`config.mk`:
```
export PLATFORM = sky130hd
export DESIGN_NAME = window_valid_gen
export DESIGN_NICKNAME = d
export VERILOG_FILES = /design/src/rtl/window_valid_gen.sv
export SDC_FILE = /design/constraint.sdc
export NUM_CORES = 1
export LEC_CHECK = 0
export CORE_MARGIN = 2
export CORE_UTILIZATION = 40
export CTS_CLUSTER_SIZE = 14
export DETAILED_ROUTE_END_ITERATION = 12
export GPL_ROUTABILITY_DRIVEN = 0
export MAX_ROUTING_LAYER = met4
export SLEW_MARGIN = 20
export SYNTH_ARGS = -nofsm -noshare
export SYNTH_HDL_FRONTEND = slang
export SYNTH_SLANG_ARGS = --single-unit
```
`constraint.sdc`:
```
create_clock -name clk -period 3.7 [get_ports clk]
set_clock_uncertainty 0.2 [all_clocks]
set_input_delay 0.74 -clock clk [delete_from_list [all_inputs] [get_ports clk]]
set_output_delay 0.74 -clock clk [all_outputs]
set_load 0.02 [all_outputs]
```
`src/rtl/window_valid_gen.sv`:
```
// window_valid_gen
//   Sliding-window validity generator for the HOG pixel pipeline. Tracks the
//   column/row of every accepted pixel of an IMG_W x IMG_H raster frame and
//   flags the pixels that complete a WIN_W x WIN_H window lying on a
//   STRIDE_X/STRIDE_Y grid. Also reports the window origin, a per-frame
//   window count and frame boundaries.
//
// Ports
//   clk        clock
//   rst        asynchronous active-low reset
//   clear      synchronous restart of frame tracking (priority over i_valid)
//   i_valid    pixel accepted this cycle (ignored in DONE)
//   o_valid    accepted pixel completes an on-grid window (combinational)
//   o_col      window top-left column, meaningful only with o_valid
//   o_row      window top-left row, meaningful only with o_valid
//   o_sof      first pixel of the frame accepted (combinational)
//   o_eof      last pixel of the frame accepted (combinational)
//   o_win_cnt  windows flagged so far in the current frame (registered)
//   o_busy     state is FILL or RUN
module window_valid_gen #(
  parameter int unsigned IMG_W        = 160,
  parameter int unsigned IMG_H        = 120,
  parameter int unsigned WIN_W        = 3,
  parameter int unsigned WIN_H        = 3,
  parameter int unsigned STRIDE_X     = 1,
  parameter int unsigned STRIDE_Y     = 1,
  parameter bit          AUTO_RESTART = 1'b1,
  parameter int unsigned CW           = 16
) (
  input  logic          clk,
  input  logic          rst,
  input  logic          clear,
  input  logic          i_valid,
  output logic          o_valid,
  output logic [CW-1:0] o_col,
  output logic [CW-1:0] o_row,
  output logic          o_sof,
  output logic          o_eof,
  output logic [CW-1:0] o_win_cnt,
  output logic          o_busy
);

  localparam int unsigned XPW = (STRIDE_X > 1) ? $clog2(STRIDE_X) : 1;
  localparam int unsigned YPW = (STRIDE_Y > 1) ? $clog2(STRIDE_Y) : 1;

  localparam logic [CW-1:0]  COL_LAST = CW'(IMG_W - 1);
  localparam logic [CW-1:0]  ROW_LAST = CW'(IMG_H - 1);
  localparam logic [CW-1:0]  WIN_COL  = CW'(WIN_W - 1);
  localparam logic [CW-1:0]  WIN_ROW  = CW'(WIN_H - 1);
  localparam logic [CW:0]    WIN_W_X  = (CW+1)'(WIN_W);
  localparam logic [CW:0]    WIN_H_X  = (CW+1)'(WIN_H);
  localparam logic [XPW-1:0] XPH_LAST = XPW'(STRIDE_X - 1);
  localparam logic [YPW-1:0] YPH_LAST = YPW'(STRIDE_Y - 1);

  typedef enum logic [1:0] {
    ST_FILL,
    ST_RUN,
    ST_DONE
  } state_e;

  state_e         state_q, state_d;
  logic [CW-1:0]  col_q, col_d;
  logic [CW-1:0]  row_q, row_d;
  logic [XPW-1:0] x_ph_q, x_ph_d;
  logic [YPW-1:0] y_ph_q, y_ph_d;
  logic [CW-1:0]  win_cnt_q, win_cnt_d;

  logic          accept;
  logic          col_wrap;
  logic          col_ok;
  logic          row_ok;
  logic          eof;
  logic          valid;
  logic          sof;
  logic [CW:0]   col_p1;
  logic [CW:0]   row_p1;

  // "col >= WIN_W-1" is evaluated as "col+1 >= WIN_W" so a 1-wide window
  // does not degenerate into an unsigned compare against zero.
  assign col_p1   = {1'b0, col_q} + (CW+1)'(1);
  assign row_p1   = {1'b0, row_q} + (CW+1)'(1);
  assign col_ok   = (col_p1 >= WIN_W_X);
  assign row_ok   = (row_p1 >= WIN_H_X);
  assign col_wrap = (col_q == COL_LAST);

  // Pulses are also gated by rst so nothing fires while reset is held.
  assign accept = rst & i_valid & ~clear & (state_q != ST_DONE);
  assign eof    = accept & col_wrap & (row_q == ROW_LAST);
  assign valid  = accept & col_ok & row_ok & (x_ph_q == '0) & (y_ph_q == '0);
  assign sof    = accept & (col_q == '0) & (row_q == '0);

  assign o_valid   = valid;
  assign o_sof     = sof;
  assign o_eof     = eof;
  assign o_col     = col_q - WIN_COL;
  assign o_row     = row_q - WIN_ROW;
  assign o_win_cnt = win_cnt_q;
  assign o_busy    = (state_q != ST_DONE);

  always_comb begin
    state_d   = state_q;
    col_d     = col_q;
    row_d     = row_q;
    x_ph_d    = x_ph_q;
    y_ph_d    = y_ph_q;
    win_cnt_d = win_cnt_q;

    if (clear) begin
      state_d   = ST_FILL;
      col_d     = '0;
      row_d     = '0;
      x_ph_d    = '0;
      y_ph_d    = '0;
      win_cnt_d = '0;
    end else begin
      if (accept) begin
        if (eof) begin
          col_d  = '0;
          row_d  = '0;
          x_ph_d = '0;
          y_ph_d = '0;
        end else if (col_wrap) begin
          col_d  = '0;
          row_d  = row_q + CW'(1);
          x_ph_d = '0;
          if (row_ok) begin
            y_ph_d = (y_ph_q == YPH_LAST) ? '0 : y_ph_q + YPW'(1);
          end
        end else begin
          col_d = col_q + CW'(1);
          if (col_ok) begin
            x_ph_d = (x_ph_q == XPH_LAST) ? '0 : x_ph_q + XPW'(1);
          end
        end

        // The previous frame's count stays readable until the next frame starts;
        // a 1x1 window can flag the very first pixel, hence the load of o_valid.
        if (sof) begin
          win_cnt_d = CW'(valid);
        end else if (valid) begin
          win_cnt_d = win_cnt_q + CW'(1);
        end
      end

      unique case (state_q)
        ST_FILL: begin
          if (eof)        state_d = ST_DONE;
          else if (valid) state_d = ST_RUN;
        end
        ST_RUN: begin
          if (eof) state_d = ST_DONE;
        end
        ST_DONE: begin
          if (AUTO_RESTART) state_d = ST_FILL;
        end
        default: state_d = ST_FILL;
      endcase
    end
  end

  always_ff @(posedge clk or negedge rst) begin
    if (!rst) begin
      state_q   <= ST_FILL;
      col_q     <= '0;
      row_q     <= '0;
      x_ph_q    <= '0;
      y_ph_q    <= '0;
      win_cnt_q <= '0;
    end else begin
      state_q   <= state_d;
      col_q     <= col_d;
      row_q     <= row_d;
      x_ph_q    <= x_ph_d;
      y_ph_q    <= y_ph_d;
      win_cnt_q <= win_cnt_d;
    end
  end

endmodule

```
======== Word-level counts from Yosys, hierarchy flattened ========
Index checks and enable logic that the tools add are counted.
word-level totals
  flip-flop bits (word level) ............. 52
  bits of input ports ..................... 4
  output and inout bits ................... 52
  logic and storage cells ................. 79
operators by class
  $add $sub $neg .......................... 9
  $lt $le $gt $ge ......................... 2
  equality and inequality tests ........... 6
  muxes and demuxes ....................... 29
  bitwise gates (word level) .............. 14
  reductions and logical operators ........ 13
operators by type and width
  operator               count
  $mux 16                12
  $add 16x1->16 const B  3
  $add 16x1->17 const B  2
  $ge 17x2->1 const B    2
  $logic_not 16->1       2
  $sub 16x2->16 const B  2
  $eq 16x7->1 const B    1
  $eq 16x8->1 const B    1
  $mux 1                 12
  $and 1x1->1            11
  $reduce_bool 3->1      3
  $mux 2                 4
  $reduce_and 2->1       4
  $ne 4x4->1 const B     1
  $pmux 2 s2             1
  $reduce_bool 4->1      1
  $ne 3x3->1 const B     1
  $not 1->1              3
  $reduce_and 3->1       1
  $add 1x1->1 const B    2
  $eq 2x1->1 const B     1
  $logic_not 2->1        1
  $ne 2x2->1 const B     1
  $reduce_bool 2->1      1

======== Logic depth before layout (Yosys ltp) ========
  depth after elaboration ................. 11
  mapped depth ............................ 11
  depth with buffers taken out ............ 9

======== Worst setup path after synthesis ========
Ideal clock, no wire load.
  path kind ............................... input port to output port
  from .................................... input port clear
  to ...................................... output port o_sof
  arrival time ............................ 2.770 ns
  data required time ...................... 2.760 ns
  path slack .............................. -0.010 ns
  stages .................................. 7
  path buffers ............................ 2
  cell sequence ........................... clkbuf_1 inv_1 nand4_1 or4_1 or4_1 nor4_1 clkbuf_1
between the ends
  cells in the longest elaborated chain, start to end .. 5
RTL lines
  item                      RTL line  text
  from (decl)               32        input logic clear,
  $not 1->1                 87        assign accept = rst & i_valid & ~clear & (state_q != ST_DONE);
  $and 1x1->1 (2 in a row)  87
  $and 1x1->1 (2 in a row)  90        assign sof = accept & (col_q == '0) & (row_q == '0);
  to (decl)                 37        output logic o_sof,
No other way between the ends.

======== Final worst setup path ========
  from .................................... register col_q[1]
  to ...................................... output port o_valid
between the ends
  cells in the longest elaborated chain, start to end .. 6
RTL lines
  item                      RTL line  text
  from (decl)               62        logic [CW-1:0] col_q, col_d;
  from (signal assigned)    171       col_q <= col_d;
  $add 16x1->17             80        assign col_p1 = {1'b0, col_q} + (CW+1)'(1);
  $ge 17x2->1               82        assign col_ok = (col_p1 >= WIN_W_X);
  $and 1x1->1 (4 in a row)  89        assign valid = accept & col_ok & row_ok & (x_ph_q == '0) & (y_ph_q == '0);
  to (decl)                 34        output logic o_valid,
No other way between the ends.

==> results.cfg <==
[global_route]
grt_pass1_vias = 3570
overflow = 0
grt_max_degree = 53
grt_antenna_before_repair = 0
grt_pass1_wl_mm = 17.6
globalRouteTotalUtil_pct = 21.7

[die]
die_w_um = 102
die-area_um2 = 10500
core_um2 = 9280
start_util_pct = 41.6
rows = 35
io_pins = 56
die_y_um = 102

[timing]
finalCriticalPeriod_ns = 3.66
rsz0062_at_grt = yes
finalSetupViolations = 0
fmax_ghz = 0.273
maxSlewHeadroom_pct = 34.8
post-route-period-util_pct = 99.0
worst_pin_slew_ns = 0.978
worst_slack_ns = 0.0356
hold_viol = 0
timing.hold.ws_ns = 0.266
slew_violations = 0

[worst_setup_path]
critPathArrivalTime_ns = 2.72
worstPathMaxFanout = 4
end_kind = primary output
rrSetupSlack_ns = 0.44
required_ns = 2.76
rr_worst_depth = 8
critical_path_class = reg2out
worst_r2r_startpoint = col_q[11]
start_kind = register
r2r-end = row_q[10]

[yosys]
synth_commonest_cells = dfrtp_1 (50), nand2_1 (49), nor2_1 (35)
synth_top_area_cell = dfrtp_1
syn_area_um2 = 3860
synth_nets = 498
syn_inst = 483
synth_mux_area_share_pct = 2.59
synthFlopType = dfrtp_1
synth-seq-cells = 50
yosys.area_share.simple_pct = 30.1
avgSynthCellArea_um2 = 7.99
synth_edf_count = 0
synthAdderAreaFrac_pct = 3.56
ys_warn_count = 0
synth_top_family_by_area = simple AND/OR/NAND/NOR gates
synthXorXnorAreaFrac_pct = 8.17
synthArstFlopShare_pct = 100
netlist.area_leader.share_pct = 32.4
yosysUniqueCellTypes = 51
synthTopCellsByArea = dfrtp_1 (32%), xor2_1 (5.2%), nand2_1 (4.8%)
synth.most_common_cell = dfrtp_1
seq_area_frac_synth_pct = 32.4
synth_compound_area_share_pct = 16.7

[pwr]
vdd_drop_max_v = 0.000145
power_leakage_nw = 2.19
p_per_area_nw_per_um2 = 202

[routing]
wire_per_inst_um = 15.5
viasPerCell = 5.60
drt_pass1_iterations = 5
vias = 3980
ant_nets = 0
wirelength_mm = 11.0
drc_errors = 0
first_iter_violations = 152

[finish]
diodes = 0
nets = 596
area_growth_syn_to_layout_pct = 32.9
drive_gt1_share_pct = 20.4
final_util_pct = 55.3

[placement]
dpl_worst_slack_ns = -0.589
io_buffer_count = 55
dp_hpwl_mm = 7.93

[clock_network]
cts_buffer_depth = 2
holdBufCountCts = 0
cts.htree.levels = 2
tritoncts = done
cts_inserted_buffers = 5
ctsRootBufferMaster = clkbuf_8
clock-sinks = 50
clock_latency_ns = 0.31
path_clk_slew_ns = 0.10

[job]
cap_violations = 0

[worst_hold_path]
hold_end = state_q[1]
min_path_cells = 1
min_from = state_q[1]
min_path_type = reg2reg

[status]
status = complete, no violations
-- final cells by class --
cell class	instances	area (µm²)
Timing Repair Buffer	129	1100
Fill cell	877	4150
Sequential cell	50	1250
Tap cell	129	161
Clock buffer	7	96.3
Inverter	18	70.1
Clock inverter	1	8.76
Multi-Input combinational cell	377	2450
-- registers in the layout, summed over array words and instances (netlist names) --
| signal | count |
|---|---|
| col_q | 16 |
| o_win_cnt | 16 |
| state_q | 2 |
| row_q | 16 |
-- power by group --
part | internal, mW | switching (mW) | leakage, nW
logic | 0.0464 | 0.0705 | 1.44
clock network | 0.172 | 0.200 | 0.0544
registers | 0.547 | 0.000817 | 0.698
-- worst max path at each step --
stage	startpoint	end	cells after the start
finish	col_q[1]	o_valid	10
detailed placement	i_valid	o_sof	7
CTS	clear	o_sof	8
global placement	i_valid	o_sof	7
floorplan	clear	o_sof	7
global route	col_q[1]	o_valid	10
-- critical path, cell delays in order (launching register included) --
cell     delay, ns
dfrtp_1       0.38
ha_2          0.21
nand4_1       0.27
nor4_2        0.36
buf_4         0.16
mux2i_1       0.17
o21ai_1       0.08
or4b_4        0.52
nand3_4       0.11
inv_4         0.04
buf_6         0.12
-- timing repair --
action | 4_1_cts | 5_1_grt
gates resized for setup | 27 | 27
setup buffers | 0 | 3
setup endpoints to repair | 9 | 12
pin swaps | 2 | 4
-- stage by stage --
step	total power, mW	setup TNS, ns	std cells	cell area (µm²)
2_1_floorplan	0.613	0	483	3860
3_3_place_gp	0.671	-0.676	700	4920
3_5_place_dp	0.672	-0.787	700	4920
4_1_cts	1.04	-0.0501	708	5040
5_1_grt	1.08	-0.0877	711	5130
6_report	1.04	0	711	5130
-- cells in the final DEF (no fill, tap or decap), types with 7 or more instances in the layout --
cell | Yosys | layout
or3_1 | 15 | 15
nand4_1 | 19 | 19
nor4_1 | 11 | 7
o21ai_0 | 23 | 22
dfrtp_1 | 50 | 50
nor2_1 | 35 | 34
clkbuf_8 | 0 | 7
buf_4 | 3 | 75
xnor2_1 | 13 | 13
a21oi_1 | 18 | 18
o31ai_1 | 9 | 9
clkdlybuf4s50_1 | 0 | 38
ha_1 | 11 | 10
nand2_1 | 49 | 49
nor3_1 | 19 | 17
and3_1 | 9 | 9
nand3_1 | 24 | 23
or4_1 | 9 | 7
xor2_1 | 23 | 23
o21ai_1 | 18 | 19
mux2i_1 | 10 | 10
inv_1 | 17 | 15
-- cell families (layout without fill, tap and decap cells) --
kind of cell | count (synthesis) | in the layout
adders and majority gates | 11 | 11
muxes | 10 | 10
and+or+nand+nor | 219 | 219
xor gates and xnor gates | 36 | 36
buffers and inverters | 56 | 155
DFF | 50 | 50
AOI/OAI and AO/OA | 101 | 101
-- layer usage --
metal / global-route usage [%] / up-vias / routed length, µm
li1: - / 1938 / -
met1: 29.7 / 1932 / 5220
met2: 35.0 / 96 / 5290
met3: 2.46 / 14 / 401
met4: 3.90 / 0 / 100
met5: - / - / 0
(Power assumes the default switching activity.)
